$ cat config.mk
export PLATFORM = sky130hd
export DESIGN_NAME = seq_gen
export DESIGN_NICKNAME = d
export VERILOG_FILES = /design/src/rtl/seq_gen.sv
export SDC_FILE = /design/constraint.sdc
export NUM_CORES = 1
export LEC_CHECK = 0
export CAP_MARGIN = 20
export CELL_PAD_IN_SITES_DETAIL_PLACEMENT = 1
export CELL_PAD_IN_SITES_GLOBAL_PLACEMENT = 1
export CORE_ASPECT_RATIO = 0.9
export CORE_UTILIZATION = 38
export DETAILED_ROUTE_END_ITERATION = 8
export GPL_ROUTABILITY_DRIVEN = 0
export GPL_TIMING_DRIVEN = 0
export PLACE_DENSITY = 0.82
export SYNTH_ARGS = -nofsm -noshare
export SYNTH_HDL_FRONTEND = slang
export SYNTH_SLANG_ARGS = --single-unit
$ cat constraint.sdc
create_clock -name clk -period 2.2 [get_ports clk]
set_input_delay 0.55 -clock clk [delete_from_list [all_inputs] [get_ports clk]]
set_output_delay 0.55 -clock clk [all_outputs]
set_load 0.02 [all_outputs]
$ cat src/rtl/seq_gen.sv
// Serial pattern generator: shifts a latched pattern out MSB-first,
// with a programmable repeat count and idle gap between repetitions.
module seq_gen #(
  parameter int PAT_W = 8,
  parameter int LEN_W = 4,
  parameter int REP_W = 4,
  parameter int GAP_W = 4
) (
  input  logic             clk,
  input  logic             rst,
  input  logic             start,
  input  logic [PAT_W-1:0] pattern,
  input  logic [LEN_W-1:0] pat_len,
  input  logic [REP_W-1:0] rep_cnt,
  input  logic [GAP_W-1:0] gap_len,
  input  logic             abort,
  output logic             dout,
  output logic             dout_vld,
  output logic             busy,
  output logic             done
);

  typedef enum logic [1:0] {
    IDLE,
    SEND,
    GAP
  } state_t;

  localparam logic [LEN_W-1:0] L_ONE = LEN_W'(1);
  localparam logic [LEN_W-1:0] L_MAX = LEN_W'(PAT_W);
  localparam logic [REP_W:0]   R_ONE = (REP_W+1)'(1);
  localparam logic [GAP_W-1:0] G_ONE = GAP_W'(1);

  state_t           state;
  logic [PAT_W-1:0] pat_q;
  logic [LEN_W-1:0] len_q;
  logic [LEN_W-1:0] idx;
  logic [REP_W:0]   rep_tot;
  logic [REP_W:0]   rep_i;
  logic [GAP_W-1:0] gap_q;
  logic [GAP_W-1:0] gap_i;

  logic [LEN_W-1:0] len_eff;
  logic [REP_W:0]   rep_eff;

  // Out-of-range length and zero repeat fall back to full / single.
  always_comb begin
    len_eff = pat_len;
    if (pat_len == '0 || pat_len > L_MAX)
      len_eff = L_MAX;
    rep_eff = {1'b0, rep_cnt};
    if (rep_cnt == '0)
      rep_eff = R_ONE;
  end

  function automatic logic pick(
    input logic [PAT_W-1:0] p,
    input logic [LEN_W-1:0] i
  );
    logic [PAT_W-1:0] s;
    s = p >> i;
    return s[0];
  endfunction

  always_ff @(posedge clk) begin
    if (rst) begin
      state    <= IDLE;
      pat_q    <= '0;
      len_q    <= '0;
      idx      <= '0;
      rep_tot  <= '0;
      rep_i    <= '0;
      gap_q    <= '0;
      gap_i    <= '0;
      dout     <= 1'b0;
      dout_vld <= 1'b0;
      busy     <= 1'b0;
      done     <= 1'b0;
    end else begin
      done <= 1'b0;
      unique case (state)
        IDLE: begin
          dout     <= 1'b0;
          dout_vld <= 1'b0;
          busy     <= 1'b0;
          if (start && !abort) begin
            pat_q    <= pattern;
            len_q    <= len_eff;
            rep_tot  <= rep_eff;
            gap_q    <= gap_len;
            rep_i    <= R_ONE;
            idx      <= len_eff - L_ONE;
            dout     <= pick(pattern, len_eff - L_ONE);
            dout_vld <= 1'b1;
            busy     <= 1'b1;
            state    <= SEND;
          end
        end
        SEND: begin
          if (abort) begin
            state    <= IDLE;
            dout     <= 1'b0;
            dout_vld <= 1'b0;
            busy     <= 1'b0;
          end else if (idx != '0) begin
            idx  <= idx - L_ONE;
            dout <= pick(pat_q, idx - L_ONE);
          end else if (rep_i < rep_tot) begin
            if (gap_q != '0) begin
              state    <= GAP;
              gap_i    <= gap_q - G_ONE;
              dout     <= 1'b0;
              dout_vld <= 1'b0;
            end else begin
              rep_i <= rep_i + R_ONE;
              idx   <= len_q - L_ONE;
              dout  <= pick(pat_q, len_q - L_ONE);
            end
          end else begin
            state    <= IDLE;
            dout     <= 1'b0;
            dout_vld <= 1'b0;
            busy     <= 1'b0;
            done     <= 1'b1;
          end
        end
        GAP: begin
          if (abort) begin
            state <= IDLE;
            busy  <= 1'b0;
          end else if (gap_i == '0) begin
            state    <= SEND;
            rep_i    <= rep_i + R_ONE;
            idx      <= len_q - L_ONE;
            dout     <= pick(pat_q, len_q - L_ONE);
            dout_vld <= 1'b1;
          end else begin
            gap_i <= gap_i - G_ONE;
          end
        end
        default: begin
          state    <= IDLE;
          dout     <= 1'b0;
          dout_vld <= 1'b0;
          busy     <= 1'b0;
        end
      endcase
    end
  end

endmodule
Word level (Yosys, flattened, before mapping) --
Cells that the tools add are included.
Word-level totals: register bits 40, input port bits 24, logic and storage cells 117
Cells by class: $add $sub $neg 6, magnitude comparators 2, eq/ne operators 18, shift-type cells 3, multiplexer cells 55, bitwise operators 1, reduce and logical (&&, ||, !) cells 20
Operator list (number):
- $mux W4 | 15
- $mux W5 | 7
- $shr A8 B4 Y1 | 3
- $ne A2 B2 Y1 const B | 10
- $sub A4 B1 Y4 const B | 5
- $mux W1 | 19
- $ne A3 B3 Y1 const B | 5
- $pmux W5 S3 | 1
- $mux W2 | 7
- $reduce_and A7 Y1 | 2
- $logic_not A4 Y1 | 3
- $pmux W4 S3 | 1
- $pmux W1 S3 | 3
- $pmux W4 S2 | 1
- $reduce_and A4 Y1 | 2
- $reduce_and A8 Y1 | 1
- $reduce_bool A4 Y1 | 2
- $pmux W2 S3 | 1
- $add A5 B1 Y5 const B | 1
- $lt A5 B5 Y1 | 1
- $gt A4 B4 Y1 const B | 1
- $ne A4 B4 Y1 const B | 1
- $reduce_and A2 Y1 | 2
- $reduce_or A4 Y1 | 1
- 10 further kinds | 10

Logic depth before layout (Yosys ltp) --
depth after elaboration 7, depth in mapped cells 9, depth with buffers taken out 8

Least setup slack after synthesis --
No wires, ideal clock.
kind in2reg, from input pat_len[3], to register dout, data arrival time 2148 ps, data required time 2083 ps, path slack -66 ps, stages on the path 7, buffers on the path 0, path through nand2b_1 ha_1 xnor2_1 mux4_2 nand2_1 o2111ai_1 a32o_1
Between the ends: word-level cells in the longest chain between the ends 7, elaborated cells between the ends (all ways) 8, those cells by class 1 x add/sub; 1 x order compare; 1 x shift; 3 x mux; 2 x reduce/logical
Ends and longest elaborated chain:
- start, declared | line 13 | input logic [LEN_W-1:0] pat_len,
- $gt A4 B4 Y1 or $logic_not A4 Y1 (tied branches) | line 49 | if (pat_len == '0 || pat_len > L_MAX)
- $logic_or A1 B1 Y1 | line 49
- $mux W4 * | line 49
- $sub A4 B1 Y4 * | line 93 | dout <= pick(pattern, len_eff - L_ONE);
- $shr A8 B4 Y1 * | line 61 | s = p >> i;
- $mux W1 * | line 86 | if (start && !abort) begin
- $pmux W1 S3 * | line 81 | unique case (state)
- end signal, assigned | line 93
- end signal, assigned | line 107 | dout <= pick(pat_q, idx - L_ONE);
- end signal, assigned | line 117 | dout <= pick(pat_q, len_q - L_ONE);
- end, declared | line 17 | output logic dout,
Every way passes the cells marked *; elsewhere a longest branch is shown, timed or not. A chain may end at the register's enable or synchronous reset.

Worst setup path after layout --
from register gap_i[3], to register dout
Between the ends: word-level cells in the longest chain between the ends 3
Ends and longest elaborated chain:
- start, declared | line 41 | logic [GAP_W-1:0] gap_i;
- start signal, assigned | line 111 | gap_i <= gap_q - G_ONE;
- start signal, assigned | line 138 | gap_i <= gap_i - G_ONE;
- $logic_not A4 Y1 | line 131 | end else if (gap_i == '0) begin
- $ne A2 B2 Y1 (no source line)
- $reduce_and A2 Y1 (no source line)
- end signal, assigned | line 107
- end signal, assigned | line 117
- end signal, assigned | line 135 | dout <= pick(pat_q, len_q - L_ONE);
Every way passes these cells.

==> out/results.tsv <==
metric	value	unit
Core Footprint	0.00586	mm^2
Non-Filler Instances	401	
synthesis-to-layout area growth	29.2	%
Die Span Y	77.1	um
placed cells	388	
Crit Path Category	flip-flop to flip-flop	
largest area contributor in the netlist	dfxtp_1	
Final Instance Area	0.00308	mm^2
Bufs on Longest Clock Path	2	
critical path required time	2.39	ns
Post-DRT Antenna Nets	0	
total track usage	23.6	%
initial antenna violation count	0	
vias in the first global route	2425	
Vias/cell	5.79	
pin count of the biggest net entering global routing	13	
critical path data arrival time	2.48	ns
Initial DRC Count	97	
Initial Util	40.6	%
detailed placement HPWL	5330	um
multi-input logic area	0.00166	mm^2
Mapped Area	0.00238	mm^2
die area	0.00658	mm^2
Synth Flop Type	dfxtp_1	
Fin Hold WS	0.462	ns
worst skew pair latency	0.30	ns
Post-synth EDFFs	0	
row count	26	
RSZ-0062 raised after global routing	true	
outcome	finished with violations	
pins over their slew limit	0	
Crit. End Element	flip-flop	
clock period minus worst slack	2.29	ns
failing checks	negative setup slack	
H-tree Lvls	2	
layout cells sized above 1	19.9	%
TritonCTS buffer count	5	
Setup Skew	0.00698	ns
final hold vios	0	
CTS Root Buffer Type	clkbuf_8	
Worst-path clk slew	0.08	ns
yosys warns	0	
DR WL/cell	18.8	um
Via Count	2323	
Avg Synthesized Cell Area	8.15	um^2
IO Port Bufs	26	
P_leak	1.15	nW
First-pass DRT Iterations	4	
# hold bufs at CTS	0	
grt total ovfl	0	
synthesized flop and latch total	39	
Post-DP Area	0.00274	mm^2
clock sinks	39	
sequential share of the synthesized area	32.8	%
worst slack at placement	-0.800	ns
Fmax	0.437	GHz
Synth Net Count	329	
Residual DRC	0	
power density over cell area	677	mW/mm^2
crit path max fanout	5	
MaxCap Viol Count	0	
Synth cell types	54	
Final setup viols	2	
worst hold path type	flip-flop to flip-flop	
n_diodes	0	
fin worst setup slack	-0.0884	ns
die width	85.4	um
ys async rst share	0	%
Cells after Synth	292	
io pins	28	
Synth top area share	32.8	%
final wirelength	7560	um
final net count	368	
CTS tree	done	
Tot Pwr	2.08	mW
Area contributors post-synth	dfxtp_1 (33%), nand2_1 (7.1%), ha_1 (6.8%)	
number of fill cells	709	
Storage cell area	791	um^2
Worst-Margin Slew	0.813	ns
CP startpoint kind	flip-flop	
first-pass GRT wire length	12100	um
Slew headroom	45.2	%
crit share post-route	104	%
VDD IR max	287	uV
cell usage after synthesis (all sizes together) (2+ instances only):
cell type and instances:
nand2 45, dfxtp 39, a21oi 33, nor2 21, inv 16, ha 13, mux2i 13, o21ai 13
clkbuf 10, nand2b 7, nand3 7, mux4 5, buf 4, nor2b 4, or4 4, xnor2 4
nand3b 3, o221ai 3, o22ai 3, o31ai 3, a211oi 2, a21boi 2, a21o 2, a31oi 2
mux2 2, nand4b 2, nor3 2, nor3b 2, nor4 2, o32ai 2, or3 2
where the power goes:
part	switching [mW]	internal, mW
Sequential	0.0451	0.753
Combinational	0.378	0.298
Clock	0.278	0.332
Total	0.701	1.38
what timing repair did:
action / 4_1_cts / 5_1_grt
endpoints found under the setup margin: 32 / 24
pin swaps: 5 / 9
setup buffers: 3 / 2
cloned: 1 / 0
gates resized for setup: 25 / 38
cell usage in the layout, fill, tap and decap left out, types with 5 or more instances in the layout:
master / instances
nand3_1: 6
clkbuf_8: 5
clkbuf_1: 6
inv_1: 11
nand2_1: 42
dfxtp_1: 33
ha_1: 9
nor2_1: 20
mux2i_1: 13
mux4_2: 5
o21ai_0: 11
dfxtp_2: 5
clkdlybuf4s50_1: 22
nand2b_1: 5
a21oi_1: 31
cell families after synthesis:
kind of cell | Yosys count | synth area share [%]
AOI/OAI and AO/OA | 78 | 21.0
xor gates and xnor gates | 4 | 1.47
adders and majority gates | 13 | 6.84
buffers and inverters | 31 | 5.05
DFF | 39 | 32.8
muxes | 20 | 11.1
and+or+nand+nor | 107 | 21.7
metal layers:
layer	part of all wire, %	up-vias	global-route usage (%)
li1	-	1125	-
met1	45	1109	30.3
met2	47	69	38.6
met3	4.6	20	4.41
met4	3.3	0	10.2
met5	0	-	0
worst paths after layout:
| path | startpoint | endpoint | slack [ns] | depth (start not counted) |
|---|---|---|---|---|
| worst max-delay path | gap_i[3]$_SDFFE_PP0P_ | dout$_SDFFE_PP0P_ | -0.09 | 4 |
| worst min-delay path | rep_tot[3]$_SDFFE_PP0P_ | rep_tot[3]$_SDFFE_PP0P_ | 0.46 | 2 |
| worst max register to register | gap_i[3]$_SDFFE_PP0P_ | dout$_SDFFE_PP0P_ | -0.09 | 4 |
| worst min register to register | rep_tot[3]$_SDFFE_PP0P_ | rep_tot[3]$_SDFFE_PP0P_ | 0.46 | 2 |
area by class of cell:
type | instances | area share (%)
multi-input combinational | 223 | 53.9
timing repair buffer | 31 | 9.64
clock buffer | 5 | 2.24
buffer | 14 | 2.28
clock inverter | 2 | 1.22
tap | 70 | 2.85
inverter | 17 | 2.16
sequential | 39 | 25.7
state kept, by name, summed over array words and instances (netlist names):
name      count
gap_i         4
gap_q         4
pat_q         8
idx           4
dout_vld      1
done          1
busy          1
len_q         4
state         2
dout          1
rep_tot       4
rep_i         5
worst max-delay path, stage by stage, from the launching register on:
cell and delay (ns):
dfxtp_1 0.33, or4_1 0.63, o21ai_0 0.69, o2111ai_2 0.26, a32o_1 0.26
stage by stage:
| step | TNS, ns | utilization, % |
|---|---|---|
| 2_1_floorplan | 0 | - |
| 3_3_place_gp | -7.92 | 46.7 |
| 3_5_place_dp | -9.72 | 46.7 |
| 4_1_cts | -0.0470 | 50.4 |
| 5_1_grt | -0.517 | 52.5 |
| 6_report | -0.0968 | 52.5 |
Note: power is estimated with default switching activity, not from simulation.
==> variant (config.mk and constraints unchanged) <==
Change the parameter `PAT_W` from 8 to 10.
--- a/src/rtl/seq_gen.sv
+++ b/src/rtl/seq_gen.sv
@@ -1,7 +1,7 @@
 // Serial pattern generator: shifts a latched pattern out MSB-first,
 // with a programmable repeat count and idle gap between repetitions.
 module seq_gen #(
-  parameter int PAT_W = 8,
+  parameter int PAT_W = 10,
   parameter int LEN_W = 4,
   parameter int REP_W = 4,
   parameter int GAP_W = 4
Interface: changed (resized pattern); port bits go from 28 to 30. No check against the original RTL was run, so the function may have changed too.
==> variant against the unedited design <==
- synthesized area up 14%
- count of clock-buffer cells in the layout up 1
- final cell count up 17%
- critical path depth up 5
- die area up 14%
- sequential share of layout area down 1.1 points
- design area up 9.5%
- power up 12%
- core utilization down 2.7 points
- worst setup slack better by 0.15 ns
- sequential cell count up 2
- routed wire length up 21%
- critical path type unchanged
- synthesized cell count up 17%
==> variant: results (changes against the unedited design) <==
Status
The run finished with clean final reports.

Final layout
The number of filler instances in the final layout is 817 (+15%). The number of ordinary inverters in the final layout was 18 (+1). The sequential cell count is 41 (+5.1%). The share of final-layout standard cells stronger than drive strength 1 is 18.4% (-1.6 points). The number of buffers outside the clock class in the layout is 54 (+20%). The multi-input gate count came to 260 (+17%). The sequential standard cell area was 828 um^2 (+4.7%).

Placement
The post-DP HPWL was 6460 um (+21%). The count of input and output buffers is 25 (-3.8%).

Global route
The pin count of the biggest net entering global routing was 14 (+1). The via count of the first global-routing pass is 2771 (+14%). The first-pass GRT wire length came to 14300 um (+18%).

Setup path
The capture instance of the worst register-to-register path is state[1]. The worst reg2reg path startpoint is rep_tot[1]. The number of cells traversed by the worst register-to-register path is 9 (+5).

Yosys
The sequential cell area fraction in the yosys report is 30.2% (-2.6 points). The number of nets in the synthesized netlist was 379 (+15%). The number of unique standard cell types used by synthesis came to 64 (+19%).

STA
The actual transition at the worst max-transition pin was 0.721 ns (-0.0923 ns). The final sum of negative setup slack is 0 ns (+0.0968 ns). The clock skew is 0.0138 ns (+0.00687 ns).

Route
The number of design-rule violations left by the first detailed-router iteration is 128 (+32%). The post-detailed-route via-to-cell ratio is 5.90 (+1.8%).

Power
The leakage power of the design is 1.20 nW (+4.8%). The internal power of the cells came to 0.00149 W (+8.2%).
## variant: how the worst max path moves through the flow
| stage | slack (ns) | cells after the start | end | start |
|---|---|---|---|---|
| 2_1_floorplan | 0.09 | 9 | dout | len_q[0] |
| 3_3_place_gp | -0.38 | 8 | gap_i[2] | idx[0] |
| 3_5_place_dp | -0.46 | 8 | gap_i[2] | idx[0] |
| 4_1_cts | 0.004 | 8 | gap_i[3] | rep_tot[2] |
| 5_1_grt | -0.02 | 9 | state[1] | rep_tot[1] |
| 6_report | 0.06 | 9 | state[1] | rep_tot[1] |
## variant: cells by family after synthesis
group	synth area share, %
multiplexers	7.59
AO/OA/AOI/OAI	25.9
XOR/XNOR	1.93
AND/OR/NAND/NOR	22.0
buffers and inverters	7.41
adder cells (fa/ha/maj)	5.06
flip-flops	30.2
## variant: layer usage
metal / track usage (%) / wire length [um]
met5: 0 / 0
met4: 11.0 / 146
met3: 4.95 / 520
met2: 41.0 / 4360
met1: 32.2 / 4090
## variant: stage by stage
stage / instances / hold WS, ns / instance area [um^2] / power, W / setup slack [ns]
6_report: 471 / 0.471 / 3370 / 0.00233 / 0.0568
3_3_place_gp: 457 / 0.447 / 3080 / 0.00154 / -0.379
2_1_floorplan: 342 / 0.434 / 2720 / 0.00135 / 0.0918
4_1_cts: 468 / 0.473 / 3260 / 0.00227 / 0.00395
3_5_place_dp: 457 / 0.460 / 3080 / 0.00157 / -0.463
5_1_grt: 471 / 0.499 / 3370 / 0.00243 / -0.0236
## variant: repair_timing
action                     4_1_cts  5_1_grt
gates resized for setup         11       32
buffers inserted                 4        4
pin swaps                        1        9
cloned                           0        0
setup endpoints to repair       14       21
